--- src/rtl/pll_drp_reconfig.sv ---
// -----------------------------------------------------------------------------
// pll_drp_reconfig
//
// Reconfigures a PLL through its Dynamic Reconfiguration Port. Each entry
// gets a read-modify-write. The PLL is held in reset for the whole sequence
// and released once after the entry marked last. The controller then waits
// for LOCKED. If DRDY or LOCKED does not arrive within its timeout, the
// controller returns to IDLE with a sticky error flag.
//
// Ports
//   i_dclk        DRP clock, rising edge (also clocks the PLL DRP)
//   i_rstn        asynchronous active-low reset
//   i_start       single-cycle request to begin a reconfiguration
//   i_cfg_valid   configuration entry present
//   o_cfg_ready   entry accepted this cycle (high only while waiting for one)
//   i_cfg_addr    DRP register address of the entry
//   i_cfg_mask    1 bits keep the current register value
//   i_cfg_data    new value for bits whose mask bit is 0
//   i_cfg_last    final entry of the sequence
//   o_pll_rst     PLL RST, active high
//   i_locked      PLL LOCKED
//   o_den/o_dwe   DRP enable / write strobe
//   o_daddr/o_di  DRP address / write data
//   i_do/i_drdy   DRP read data / ready
//   o_busy        controller not idle
//   o_done        one-cycle pulse on successful lock
//   o_error       sticky timeout flag, cleared by the next accepted start
// -----------------------------------------------------------------------------
module pll_drp_reconfig #(
  parameter int RST_HOLD     = 4,
  parameter int DRDY_TIMEOUT = 255,
  parameter int LOCK_TIMEOUT = 65535
) (
  input  logic        i_dclk,
  input  logic        i_rstn,
  input  logic        i_start,
  input  logic        i_cfg_valid,
  output logic        o_cfg_ready,
  input  logic [6:0]  i_cfg_addr,
  input  logic [15:0] i_cfg_mask,
  input  logic [15:0] i_cfg_data,
  input  logic        i_cfg_last,
  output logic        o_pll_rst,
  input  logic        i_locked,
  output logic        o_den,
  output logic        o_dwe,
  output logic [6:0]  o_daddr,
  output logic [15:0] o_di,
  input  logic [15:0] i_do,
  input  logic        i_drdy,
  output logic        o_busy,
  output logic        o_done,
  output logic        o_error
);

  // The single counter serves the hold phase and both timeout waits.
  // It is sized for the largest of the three limits.
  localparam int MAX_A = (DRDY_TIMEOUT > LOCK_TIMEOUT) ? DRDY_TIMEOUT : LOCK_TIMEOUT;
  localparam int MAX_T = (RST_HOLD > MAX_A) ? RST_HOLD : MAX_A;
  localparam int CNT_W = $clog2(MAX_T + 1);

  // Terminal counts: the counter starts at 0 in the first cycle of a phase,
  // so the last allowed cycle is at limit-1.
  localparam logic [CNT_W-1:0] HOLD_LAST = CNT_W'(RST_HOLD - 1);
  localparam logic [CNT_W-1:0] DRDY_LAST = CNT_W'(DRDY_TIMEOUT - 1);
  localparam logic [CNT_W-1:0] LOCK_LAST = CNT_W'(LOCK_TIMEOUT - 1);

  typedef enum logic [2:0] {
    IDLE, HOLD, WAIT_ENTRY, RD_REQ, RD_WAIT, WR_REQ, WR_WAIT, WAIT_LOCK
  } state_t;

  state_t           r_state;
  logic [CNT_W-1:0] r_cnt;
  logic [15:0]      r_mask;
  logic [15:0]      r_data;
  logic             r_last;
  logic             r_cfg_ready;
  logic             r_pll_rst;
  logic             r_den;
  logic             r_dwe;
  logic [6:0]       r_daddr;
  logic [15:0]      r_di;
  logic             r_busy;
  logic             r_done;
  logic             r_error;
  logic [15:0]      w_merged;

  // Keep the register bits selected by the mask and take the rest from the
  // new data.
  function automatic logic [15:0] f_merge(input logic [15:0] cur,
                                          input logic [15:0] mask,
                                          input logic [15:0] data);
    return (cur & mask) | (data & ~mask);
  endfunction

  // Merge with DO as it arrives, so DI is ready when the write strobe goes out.
  assign w_merged = f_merge(i_do, r_mask, r_data);

  always_ff @(posedge i_dclk or negedge i_rstn) begin
    if (!i_rstn) begin
      r_state     <= IDLE;
      r_cnt       <= '0;
      r_mask      <= '0;
      r_data      <= '0;
      r_last      <= 1'b0;
      r_cfg_ready <= 1'b0;
      r_pll_rst   <= 1'b0;
      r_den       <= 1'b0;
      r_dwe       <= 1'b0;
      r_daddr     <= '0;
      r_di        <= '0;
      r_busy      <= 1'b0;
      r_done      <= 1'b0;
      r_error     <= 1'b0;
    end else begin
      // Strobes last one cycle unless a transition below re-asserts them.
      r_den  <= 1'b0;
      r_dwe  <= 1'b0;
      r_done <= 1'b0;
      case (r_state)
        IDLE: begin
          if (i_start) begin
            r_state   <= HOLD;
            r_pll_rst <= 1'b1;
            r_error   <= 1'b0;
            r_busy    <= 1'b1;
            r_cnt     <= '0;
          end
        end
        HOLD: begin
          if (r_cnt == HOLD_LAST) begin
            r_state     <= WAIT_ENTRY;
            r_cfg_ready <= 1'b1;
          end else begin
            r_cnt <= r_cnt + CNT_W'(1);
          end
        end
        WAIT_ENTRY: begin
          if (i_cfg_valid) begin
            r_state     <= RD_REQ;
            r_cfg_ready <= 1'b0;
            r_mask      <= i_cfg_mask;
            r_data      <= i_cfg_data;
            r_last      <= i_cfg_last;
            r_daddr     <= i_cfg_addr;
            r_den       <= 1'b1;
          end
        end
        RD_REQ: begin
          // DRDY in the enable cycle is not a response to this access.
          r_state <= RD_WAIT;
          r_cnt   <= '0;
        end
        RD_WAIT: begin
          // DRDY is checked first, so it wins over the timeout.
          if (i_drdy) begin
            r_state <= WR_REQ;
            r_di    <= w_merged;
            r_den   <= 1'b1;
            r_dwe   <= 1'b1;
          end else if (r_cnt == DRDY_LAST) begin
            // Configuration is undefined; keep the PLL in reset.
            r_state <= IDLE;
            r_error <= 1'b1;
            r_busy  <= 1'b0;
          end else begin
            r_cnt <= r_cnt + CNT_W'(1);
          end
        end
        WR_REQ: begin
          r_state <= WR_WAIT;
          r_cnt   <= '0;
        end
        WR_WAIT: begin
          if (i_drdy) begin
            r_cnt <= '0;
            if (r_last) begin
              r_state   <= WAIT_LOCK;
              r_pll_rst <= 1'b0;
            end else begin
              r_state     <= WAIT_ENTRY;
              r_cfg_ready <= 1'b1;
            end
          end else if (r_cnt == DRDY_LAST) begin
            r_state <= IDLE;
            r_error <= 1'b1;
            r_busy  <= 1'b0;
          end else begin
            r_cnt <= r_cnt + CNT_W'(1);
          end
        end
        WAIT_LOCK: begin
          if (i_locked) begin
            r_state <= IDLE;
            r_done  <= 1'b1;
            r_busy  <= 1'b0;
          end else if (r_cnt == LOCK_LAST) begin
            r_state <= IDLE;
            r_error <= 1'b1;
            r_busy  <= 1'b0;
          end else begin
            r_cnt <= r_cnt + CNT_W'(1);
          end
        end
        default: begin
          r_state <= IDLE;
          r_busy  <= 1'b0;
        end
      endcase
    end
  end

  assign o_cfg_ready = r_cfg_ready;
  assign o_pll_rst   = r_pll_rst;
  assign o_den       = r_den;
  assign o_dwe       = r_dwe;
  assign o_daddr     = r_daddr;
  assign o_di        = r_di;
  assign o_busy      = r_busy;
  assign o_done      = r_done;
  assign o_error     = r_error;

endmodule
--- config.mk ---
export PLATFORM = sky130hd
export DESIGN_NAME = pll_drp_reconfig
export DESIGN_NICKNAME = d
export VERILOG_FILES = /design/src/rtl/pll_drp_reconfig.sv
export SDC_FILE = /design/constraint.sdc
export NUM_CORES = 1
export LEC_CHECK = 0
export CORE_ASPECT_RATIO = 1.4
export CORE_MARGIN = 10
export CORE_UTILIZATION = 25
export CTS_CLUSTER_DIAMETER = 60
export CTS_CLUSTER_SIZE = 30
export DETAILED_ROUTE_END_ITERATION = 7
export MAX_ROUTING_LAYER = met4
export RECOVER_POWER = 25
export SLEW_MARGIN = 20
export SYNTH_ARGS = -nofsm -noshare
export SYNTH_HDL_FRONTEND = slang
export SYNTH_SLANG_ARGS = --single-unit
--- constraint.sdc ---
create_clock -name i_dclk -period 2.4 [get_ports i_dclk]
set_input_delay 0.24 -clock i_dclk [delete_from_list [all_inputs] [get_ports i_dclk]]
set_output_delay 0.24 -clock i_dclk [all_outputs]
set_load 0.02 [all_outputs]
==> results.md <==
* Status: completed
* Core area at approximately 0.016 mm²
* Unique masters post-synth at between 50 and 60
* Fin crit period at 2.19 ns
* VDD IR max at 0.675 mV
* Synth top area share at roughly half
* Layout cells sized above 1 at between 20% and 30%
* H-tree depth at 3
* CTS Sinks at 82
* WP data arrival at around 2.4 ns
* Drt via density at 4.94
* Initial DRC count at approximately 170
* GR Layer Usage met3 at under 10%
* Via count at 3381
* Async SR Flop Fraction at 100%
* Max cap viols at 0
* Root Buffer: clkbuf_16
* RSZ-0062 raised after global routing: no
* Yosys warning count at 0
* Post-Syn Instances at approximately 370
* Critical path class: reg -> reg
* Rows at 55
* Post-synth top cells: dfrtp_1 (82), mux2_2 (41), nor2_1 (31)
* Max-slew violation count at 0
* Die H at 171 µm
* Cts bufs inserted at 9
* NetSw at 2.65 mW
* Clk pwr share at 20.1%
* FF+latch count, synth at 82
* HPWL after DPL at 8.90 mm
* CP required at ~2.6 ns
* 1st-pass router iterations at 4
* Sw frac at 37.4%
* Final Instance Count excl. Fillers at 684
* Int Pwr at 4.42 mW
* Vias in the first global route at about 3700
* GR Util met2 at 18.8%
* Final ANT Viol Nets at 0
* First-pass GRT wire length at between 15 and 20 mm
* Total congestion overflow at 0
* Routed Wire Length at 11.6 mm
* Clk buf depth at 2
* Die X-Extent at 128 µm
* Post-synth net total at 431
* Dominant synthesized flop cell: dfrtp_1
* GPL Wtd Cong at 0.898
* Number of enable flip-flop cells after synthesis at 0
* Leak Pwr at roughly 2.3 nW
* DR WL/cell at 16.9 µm
* Final TNS setup at 0 ns
* Port bufs at 91
* Fill cells at 1575
* Area leader, netlist: dfrtp_1
* Worst-path fanout max at 6
* Area growth syn-to-layout at 40.3%
* Dpl cells at approximately 670
* Largest net degree at the start of global routing at 45
* Startpoint type of the worst setup path: register
* Final worst clock skew at 0.0105 ns
* Critical-path cell list: nor4_1 -> nand4_1 -> buf_4 -> o22ai_1 -> buf_4 -> nor4b_1 -> mux2_2
* Worst-margin pin slew at 1.08 ns
* Clk_lat worst skew at 0.34 ns
* Final net count at between 500 and 600
* I/O pin cnt at 92
* Final hold viol count at 0
* CP max stage delay at 0.44 ns
* Setup violations, final at 0
* Initial core utilization at between 20% and 30%
* Worst path slowest cell: nor4_1
* Sequential fraction of the synthesis area at 50.7%
* Most frequent cell after synthesis: dfrtp_1
* Tcrit/Tclk final at a little over 90%
* Worst min-delay path category: reg -> reg
* CTS tree: yes
* P per Cell Area at 1250 mW/mm²
* Nature of the critical path endpoint: register
* Synth area leaders: dfrtp_1 (51%), mux2_2 (11%), mux2i_1 (4.0%)
* Met1 Use GR at ~11%
* Clock transition at path regs at 0.07 ns
* Max-slew headroom at 28.2%
* Fmax at 0.456 GHz
* DRC Markers at 0
* Die ar. at 0.0218 mm²
* Mapped cell area at approximately 0.004 mm²
* Mapped Avg Cell Area at about 11 µm²
* Gr usage total at 11.1%
* Initial antenna violation count at 0
* Combinational Power Share at 46.6%
* Seq pwr share at 33.3%
* # diodes at 0
* Gr busiest metal: met2
* Critical Path Most Common Cell: buf_4
## power by group through the flow
stage | combinational, mW | sequential, mW | clock, mW
after detailed placement | 3.28 | 2.38 | 0
after floorplan | 1.84 | 2.55 | 0
after global placement | 3.23 | 2.35 | 0
final | 3.30 | 2.36 | 1.42
after CTS | 3.30 | 2.36 | 1.45
after global routing | 3.59 | 2.44 | 1.49
## flip-flops by register name, summed over array words and instances, names as in the netlist
name         cells
r_data          16
o_pll_rst        1
r_last           1
o_di            16
o_cfg_ready      1
r_state          3
o_daddr          7
o_den            1
r_mask          16
o_dwe            1
r_cnt           16
o_busy           1
o_done           1
o_error          1
## metrics by stage
step / cell area [µm²] / utilization [%] / setup WS (ns) / total power, mW / hold WS (ns)
floorplan: 4050 / - / 0.452 / 4.38 / -0.0556
global placement: 5370 / 33.5 / 0.0969 / 5.58 / 0.275
detailed placement: 5370 / 33.5 / 0.122 / 5.66 / 0.287
CTS: 5680 / 35.4 / 0.196 / 7.12 / 0.461
global route: 5680 / 35.4 / 0.00358 / 7.53 / 0.506
finish: 5680 / 35.4 / 0.206 / 7.07 / 0.508
## critical path, delay by kind of cell (launching register included)
kind / cells / cell delay [ns]
mux: 1 / 0.25
simple gates: 3 / 0.75
compound gates: 1 / 0.25
buf+inv: 2 / 0.42
flops: 1 / 0.41
## cells by family after synthesis
group                      count (synthesis)  synth area share [%]
muxes                                     57                  15.4
AOI/OAI and AO/OA                         79                  13.6
buffers and inverters                     32                  3.80
and+or+nand+nor                          113                  15.5
adders and majority gates                  2                 0.618
DFF                                       82                  50.7
xor gates and xnor gates                   2                 0.433
## path summary, 6_finish.rpt
check,startpoint,end,slack (ns),cells after the start
min in group asynchronous,i_rstn,r_data[5]$_DFFE_PN0P_,0.63,2
max in group asynchronous,i_rstn,r_cnt[5]$_DFFE_PN0P_,0.55,3
worst max register to register,r_cnt[13]$_DFFE_PN0P_,r_cnt[7]$_DFFE_PN0P_,0.21,7
worst max-delay path,r_cnt[13]$_DFFE_PN0P_,r_cnt[7]$_DFFE_PN0P_,0.21,7
worst min register to register,r_data[13]$_DFFE_PN0P_,r_data[13]$_DFFE_PN0P_,0.51,1
worst min-delay path,r_data[13]$_DFFE_PN0P_,r_data[13]$_DFFE_PN0P_,0.51,1
## area by class of cell
type | count | area, µm² | share of cell area [%]
clock buffers | 9 | 225 | 3.97
multi-input cells | 253 | 1870 | 33.0
repair buffers | 123 | 1160 | 20.4
well taps | 199 | 249 | 4.38
flip-flops and latches | 82 | 2050 | 36.1
clock inverters | 7 | 77.6 | 1.37
inverters | 11 | 41.3 | 0.727
## cells in the final DEF, fill, tap and decap left out, types with 5 or more instances in the layout
cell type / n
o31ai_1: 10
clkbuf_16: 9
a21oi_1: 22
nor4_1: 7
dfrtp_1: 82
nor2b_1: 5
nor3_1: 9
nand3_1: 8
and4_1: 7
mux2_2: 41
clkdlybuf4s50_1: 90
and3_1: 6
nand2b_1: 5
nand2_1: 12
inv_1: 11
nor2_1: 31
mux2i_1: 16
o21ai_0: 6
nand4_1: 7
buf_4: 29
## layer usage
layer | routed length, µm | vias to the layer above
met5 | 0 | -
met4 | 306 | 0
met3 | 998 | 24
met2 | 5950 | 123
met1 | 4330 | 1648
li1 | - | 1586
## timing repair
action,in CTS,in global routing
resized for setup,0,2
setup buffers,0,0
endpoints found under the hold margin,43,0
hold buffers,1,0
setup endpoints to repair,0,6
No activity file was read; power rests on OpenSTA's default activity.
